## config.mk

```make
export PLATFORM = sky130hd
export DESIGN_NAME = tl_rational_a_source
export DESIGN_NICKNAME = d
export VERILOG_FILES = /design/src/rtl/tl_rational_a_source.sv
export SDC_FILE = /design/constraint.sdc
export NUM_CORES = 1
export LEC_CHECK = 0
export ABC_AREA = 1
export ABC_CLOCK_PERIOD_IN_PS = 1400
export CAP_MARGIN = 0
export CORE_MARGIN = 10
export CORE_UTILIZATION = 33
export CTS_CLUSTER_SIZE = 12
export DETAILED_ROUTE_END_ITERATION = 12
export PLACE_DENSITY = 0.86
export SLEW_MARGIN = 5
export SYNTH_ARGS = -nofsm -noshare
export SYNTH_HDL_FRONTEND = slang
export SYNTH_SLANG_ARGS = --single-unit
```

## constraint.sdc

```tcl
create_clock -name i_clock -period 1.4 [get_ports i_clock]
set_clock_uncertainty 0.2 [all_clocks]
set_input_delay 0.35 -clock i_clock [delete_from_list [all_inputs] [get_ports i_clock]]
set_output_delay 0.35 -clock i_clock [all_outputs]
set_load 0.03 [all_outputs]
```

## src/rtl/tl_rational_a_source.sv

```systemverilog
// tl_rational_a_source: TileLink A-channel source half of a rational clock crossing.
// Define TL_RATIONAL_A_SOURCE_SKID_EN to insert a 2-entry FIFO in front of the crossing logic.
module tl_rational_a_source (
    input  logic        i_clock,
    input  logic        i_reset_n,
    input  logic        i_enq_valid,
    output logic        o_enq_ready,
    input  logic [2:0]  i_enq_opcode,
    input  logic [2:0]  i_enq_param,
    input  logic [2:0]  i_enq_size,
    input  logic [6:0]  i_enq_source,
    input  logic [24:0] i_enq_address,
    input  logic [3:0]  i_enq_mask,
    input  logic [31:0] i_enq_data,
    input  logic        i_enq_corrupt,
    output logic [2:0]  o_deq_bits0_opcode,
    output logic [2:0]  o_deq_bits0_param,
    output logic [2:0]  o_deq_bits0_size,
    output logic [6:0]  o_deq_bits0_source,
    output logic [24:0] o_deq_bits0_address,
    output logic [3:0]  o_deq_bits0_mask,
    output logic [31:0] o_deq_bits0_data,
    output logic        o_deq_bits0_corrupt,
    output logic [2:0]  o_deq_bits1_opcode,
    output logic [2:0]  o_deq_bits1_param,
    output logic [2:0]  o_deq_bits1_size,
    output logic [6:0]  o_deq_bits1_source,
    output logic [24:0] o_deq_bits1_address,
    output logic [3:0]  o_deq_bits1_mask,
    output logic [31:0] o_deq_bits1_data,
    output logic        o_deq_bits1_corrupt,
    output logic        o_deq_valid,
    output logic [1:0]  o_deq_source,
    input  logic        i_deq_ready,
    input  logic [1:0]  i_deq_sink
);
    localparam int W = 78;
    logic [W-1:0] w_enq_bits, w_bits, r_bits1;
    logic         w_valid, w_ready, w_fire, w_equal, r_live;
    logic [1:0]   r_count;
    assign w_enq_bits = {i_enq_opcode, i_enq_param, i_enq_size, i_enq_source,
                         i_enq_address, i_enq_mask, i_enq_data, i_enq_corrupt};
    assign w_equal = r_count == i_deq_sink;
    // When not equal, accept unless count is already two Gray steps ahead (all bits differ).
    assign w_ready = r_live & (w_equal ? i_deq_ready : (r_count != ~i_deq_sink));
    assign w_fire  = w_valid & w_ready;
`ifdef TL_RATIONAL_A_SOURCE_SKID_EN
    logic [W-1:0] r_mem [2];
    logic         r_wp, r_rp, w_push;
    logic [1:0]   r_cnt;
    assign w_valid     = r_cnt != 2'd0;
    assign w_bits      = r_mem[r_rp];
    assign o_enq_ready = r_live & ((r_cnt != 2'd2) | w_fire);
    assign w_push      = i_enq_valid & o_enq_ready;
    always_ff @(posedge i_clock) begin
        if (w_push) r_mem[r_wp] <= w_enq_bits;
    end
    always_ff @(posedge i_clock or negedge i_reset_n) begin
        if (!i_reset_n) begin
            r_wp  <= 1'b0;
            r_rp  <= 1'b0;
            r_cnt <= 2'd0;
        end else begin
            if (w_push) r_wp <= ~r_wp;
            if (w_fire) r_rp <= ~r_rp;
            r_cnt <= r_cnt + {1'b0, w_push} - {1'b0, w_fire};
        end
    end
`else
    assign w_valid     = r_live & i_enq_valid;
    assign w_bits      = w_enq_bits;
    assign o_enq_ready = w_ready;
`endif
    // r_live keeps the handshake closed until the first edge after reset release.
    always_ff @(posedge i_clock or negedge i_reset_n) begin
        if (!i_reset_n) begin
            r_live  <= 1'b0;
            r_count <= 2'b00;
            r_bits1 <= '0;
        end else begin
            r_live <= 1'b1;
            if (w_fire) r_count <= {r_count[0], ~r_count[1]};
            if (w_equal) r_bits1 <= w_bits;
        end
    end
    assign o_deq_valid  = w_valid;
    assign o_deq_source = r_count;
    assign {o_deq_bits0_opcode, o_deq_bits0_param, o_deq_bits0_size, o_deq_bits0_source,
            o_deq_bits0_address, o_deq_bits0_mask, o_deq_bits0_data, o_deq_bits0_corrupt} = w_bits;
    assign {o_deq_bits1_opcode, o_deq_bits1_param, o_deq_bits1_size, o_deq_bits1_source,
            o_deq_bits1_address, o_deq_bits1_mask, o_deq_bits1_data, o_deq_bits1_corrupt} = r_bits1;
endmodule
```

* Word-level counts from Yosys, hierarchy flattened
Index checks and enable logic that the tools add are counted.
** Storage, ports and cells
- Register bits :: 81
- Bits of input ports :: 84
- Output and inout bits :: 160
- Logic and storage cells :: 11
** Cells by class
- Eq/ne operators :: 2
- Multiplexer cells :: 1
- Bitwise logic cells :: 5
** Operator list (number)
- 1-bit AND :: 3
- 2-bit equality test :: 1
- 2-bit inequality test :: 1
- 2-bit NOT :: 1
- 1-bit 2-to-1 mux :: 1
- 1-bit NOT :: 1

* Logic depth before layout (Yosys ltp)
- Depth in word-level cells :: 5
- Mapped depth :: 8
- Mapped depth without buffers :: 7

* Worst setup path after synthesis
Ideal clock, no wire load.
- Path kind :: reg-to-output
- From :: register r_count[0], in the netlist o_deq_source[0]
- To :: output o_enq_ready
- Arrival time :: 1.297 ns
- Data required time :: 0.850 ns
- Setup slack :: -0.447 ns
- Cell stages (with the launch flop) :: 6
- Cells stage by stage :: dfrtp_1 > inv_2 > nand2_1 > nand2_1 > a21boi_0 > and2_1
** On the way
- Cells in the longest elaborated chain, start to end :: 3
- Elaborated cells on any way between the ends :: 4
- Those cells by class :: eq/ne (2); mux (1); bitwise (1)
** Ends and longest elaborated chain
- start, declared :: line 40 : logic [1:0] r_count;
- start signal, assigned :: line 82 : if (w_fire) r_count <= {r_count[0], ~r_count[1]};
- 2-bit inequality test / 2-bit equality test (equally long branches) :: line 45, 43
- 1-bit 2-to-1 mux (*) :: line 45 : assign w_ready = r_live & (w_equal ? i_deq_ready : (r_count != ~i_deq_sink));
- 1-bit AND (*) :: line 45
- end, declared :: line 7 : output logic o_enq_ready,
Mark *: on every way between the ends. The rest lies on a longest branch, timed or not.

* Final worst setup path
Same ends and word-level chain as after synthesis.

==> out/metrics.cfg <==
[clock_network]
cts_tree=yes
clk_latency_ns=0.34
clockBufferDepth=2
clk_pin_slew_ns=0.06
cts_buffers=9
clkSinkCount=81
root_buffer=clkbuf_16
htree_levels=3

[synth]
yosysMostFrequentCell=nand2_1
syn-instance-count=449
syn_avg_cell_area_um2=8.63
syn-cell-area_mm2=0.00387
yosysTopAreaCellShare_pct=52.3
yosys.area.top_type=dfrtp_1
async_flop_share_pct=100
synth_commonest_cells=nand2_1, buf_4, dfrtp_1
ys_types=14
syn_nets=533
synth.area.top_cells=dfrtp_1, nand2_1, buf_4
ys_seq_area_share_pct=52.3
synthFlopType=dfrtp_1
synth-edff-count=0
yosysWarnings=0
synth_seq_cells=81

[power_and_ir_drop]
p_clk_share_pct=14.6
finalPower_mw=17.7
p_leak_nw=4.21
seqPwrFrac_pct=24.5
p_int_mw=10.2
p_comb_share_pct=60.9
peakVddDrop_uv=1560
p_switching_mw=7.52
sw_frac_of_total_pct=42.4
powerDensity_mw_per_mm2=2280

[floorplan]
chipWidth_um=128
num_rows=39
die_h_um=128
start_util_pct=33.8
die_area_mm2=0.0165
pin_count=244
core_mm2=0.0115

[global_route]
grt_pass1_wl_mm=23.1
grt_antenna_before_repair=0
grt_max_degree=45
overflow=0
grt_pass1_vias=4160
track_usage_pct=17.6

[timing]
final.setup.worst_slack_ns=-0.535
rsz0062_at_grt=true
setup_viol=160
slew_viol_final=0
hold_viol=0
fmax_ghz=0.517
period_share_pct=138
fin_crit_ns=1.93

[place]
port_buffers=243
dp_hpwl_mm=10.3
post-place-ws_ns=-0.666
place_congestion=0.828

[drt]
drt-total-wl_mm=18.0
vias_per_cell=4.87
routedWlPerCell_um=20.7
dr.first_iter.drc_count=228
drc=0
ant_nets=0
drt_first_pass_iters=5
dr_total_vias=4235

[worst_setup_path]
worstSetupPathType=reg -> out
worstPathMaxFanout=4
cp.required_ns=0.85
start_kind=flip-flop
rrSetupSlack_ns=-0.32
ff2ff_path_depth=10
critical_path_arrival_ns=1.38
endpoint_kind=primary output

[final_layout]
drive_above_1_share_pct=44.6
area_growth_pct=101
seqCellArea_mm2=0.00203
n_fill_cell=798
diodes=0
fin_nets=806
multi_input_area_mm2=0.00119

[hold_path]
min_path_cells=3
hold_path.class=in -> reg

[status]
status=finished, violations left
violations=setup timing

[job]
max_cap_viol_count=0

[cell type report]
cell class,count,area share [%]
timing repair buffer,364,51.7
sequential,81,26.1
multi-input combinational,260,15.3
clock buffer,14,3.40
tap,143,2.30
clock inverter,2,0.773
inverter,6,0.322
[per-layer routing]
metal / GRT usage (%) / routed length, um / vias up
met5: 0 / 0 / -
met4: 6.75 / 421 / 0
met3: 7.64 / 1980 / 32
met2: 30.5 / 9040 / 246
met1: 18.5 / 6550 / 2063
li1: - / - / 1894
[sequential cells by signal, indices dropped and copies added, names as in the netlist]
register / cells
o_deq_source: 2
r_bits1: 78
r_live: 1
[path summary, 6_finish.rpt]
kind                                to       startpoint
min in group asynchronous  r_bits1[73]        i_reset_n
setup / recovery           o_enq_ready  o_deq_source[0]
hold reg to reg            r_bits1[65]      r_bits1[65]
max in group asynchronous   r_bits1[6]        i_reset_n
setup reg to reg           r_bits1[59]  o_deq_source[1]
hold / removal             r_bits1[23]   i_enq_data[22]
[power groups by stage]
| stage | clock (mW) | combinational (mW) | sequential, mW |
|---|---|---|---|
| after global routing | 2.75 | 11.3 | 4.45 |
| after global placement | 0 | 7.52 | 4.08 |
| after CTS | 2.63 | 8.61 | 4.12 |
| after detailed placement | 0 | 7.67 | 4.14 |
| after floorplan | 0 | 2.32 | 6.25 |
| final | 2.59 | 10.8 | 4.34 |
[worst max-delay path, cell delays in order (launching register included)]
cell and delay (ns):
dfrtp_2 0.45, inv_2 0.08, nand2_1 0.06, nand2_2 0.09
nand3_2 0.10, and2_4 0.15, buf_6 0.13
[layout by cell type, fill, tap and decap left out]
| master | instances |
|---|---|
| nand2_1 | 160 |
| buf_6 | 160 |
| buf_4 | 83 |
| dfrtp_1 | 79 |
| dlygate4sd2_1 | 72 |
| nand3_1 | 71 |
| buf_12 | 23 |
| clkbuf_16 | 16 |
| nand2_2 | 13 |
| dlymetal6s2s_1 | 9 |
| nand3_2 | 8 |
| buf_16 | 6 |
| inv_1 | 3 |
| nand4_1 | 3 |
| clkbuf_1 | 3 |
| inv_2 | 2 |
| clkbuf_8 | 2 |
| bufinv_16 | 2 |
| buf_8 | 2 |
| dfrtp_2 | 2 |
| a21boi_2 | 1 |
| and2_4 | 1 |
| nand2_4 | 1 |
| inv_4 | 1 |
| nand2_8 | 1 |
| dlygate4sd3_1 | 1 |
| clkdlybuf4s50_1 | 1 |
| conb_1 | 1 |
[metrics by stage]
stage / hold WS (ns) / utilization (%) / instances / TNS, ns / cell area [um^2]
floorplan: -0.146 / - / 449 / -2.81 / 3910
global placement: 0.142 / 52.0 / 789 / -53.81 / 5960
detailed placement: 0.146 / 52.0 / 789 / -57.21 / 5960
CTS: 0.204 / 59.7 / 821 / -20.76 / 6840
global route: 0.144 / 67.7 / 870 / -32.59 / 7770
finish: 0.138 / 67.7 / 870 / -24.78 / 7770
[cell families after synthesis]
| family | share of synthesized area (%) |
|---|---|
| AND/OR/NAND/NOR | 28.0 |
| other | 0.0968 |
| buffers and inverters | 19.4 |
| AO/OA/AOI/OAI | 0.194 |
| flip-flops | 52.3 |
[what timing repair did]
item | 4_1_cts | 5_1_grt
cloned | 6 | 8
hold buffers | 1 | 0
gates resized for setup | 173 | 114
setup endpoints to repair | 240 | 171
buffers inserted | 9 | 43
pin swaps | 5 | 3
endpoints found under the hold margin | 81 | 0
No activity file was read; power rests on OpenSTA's default activity.
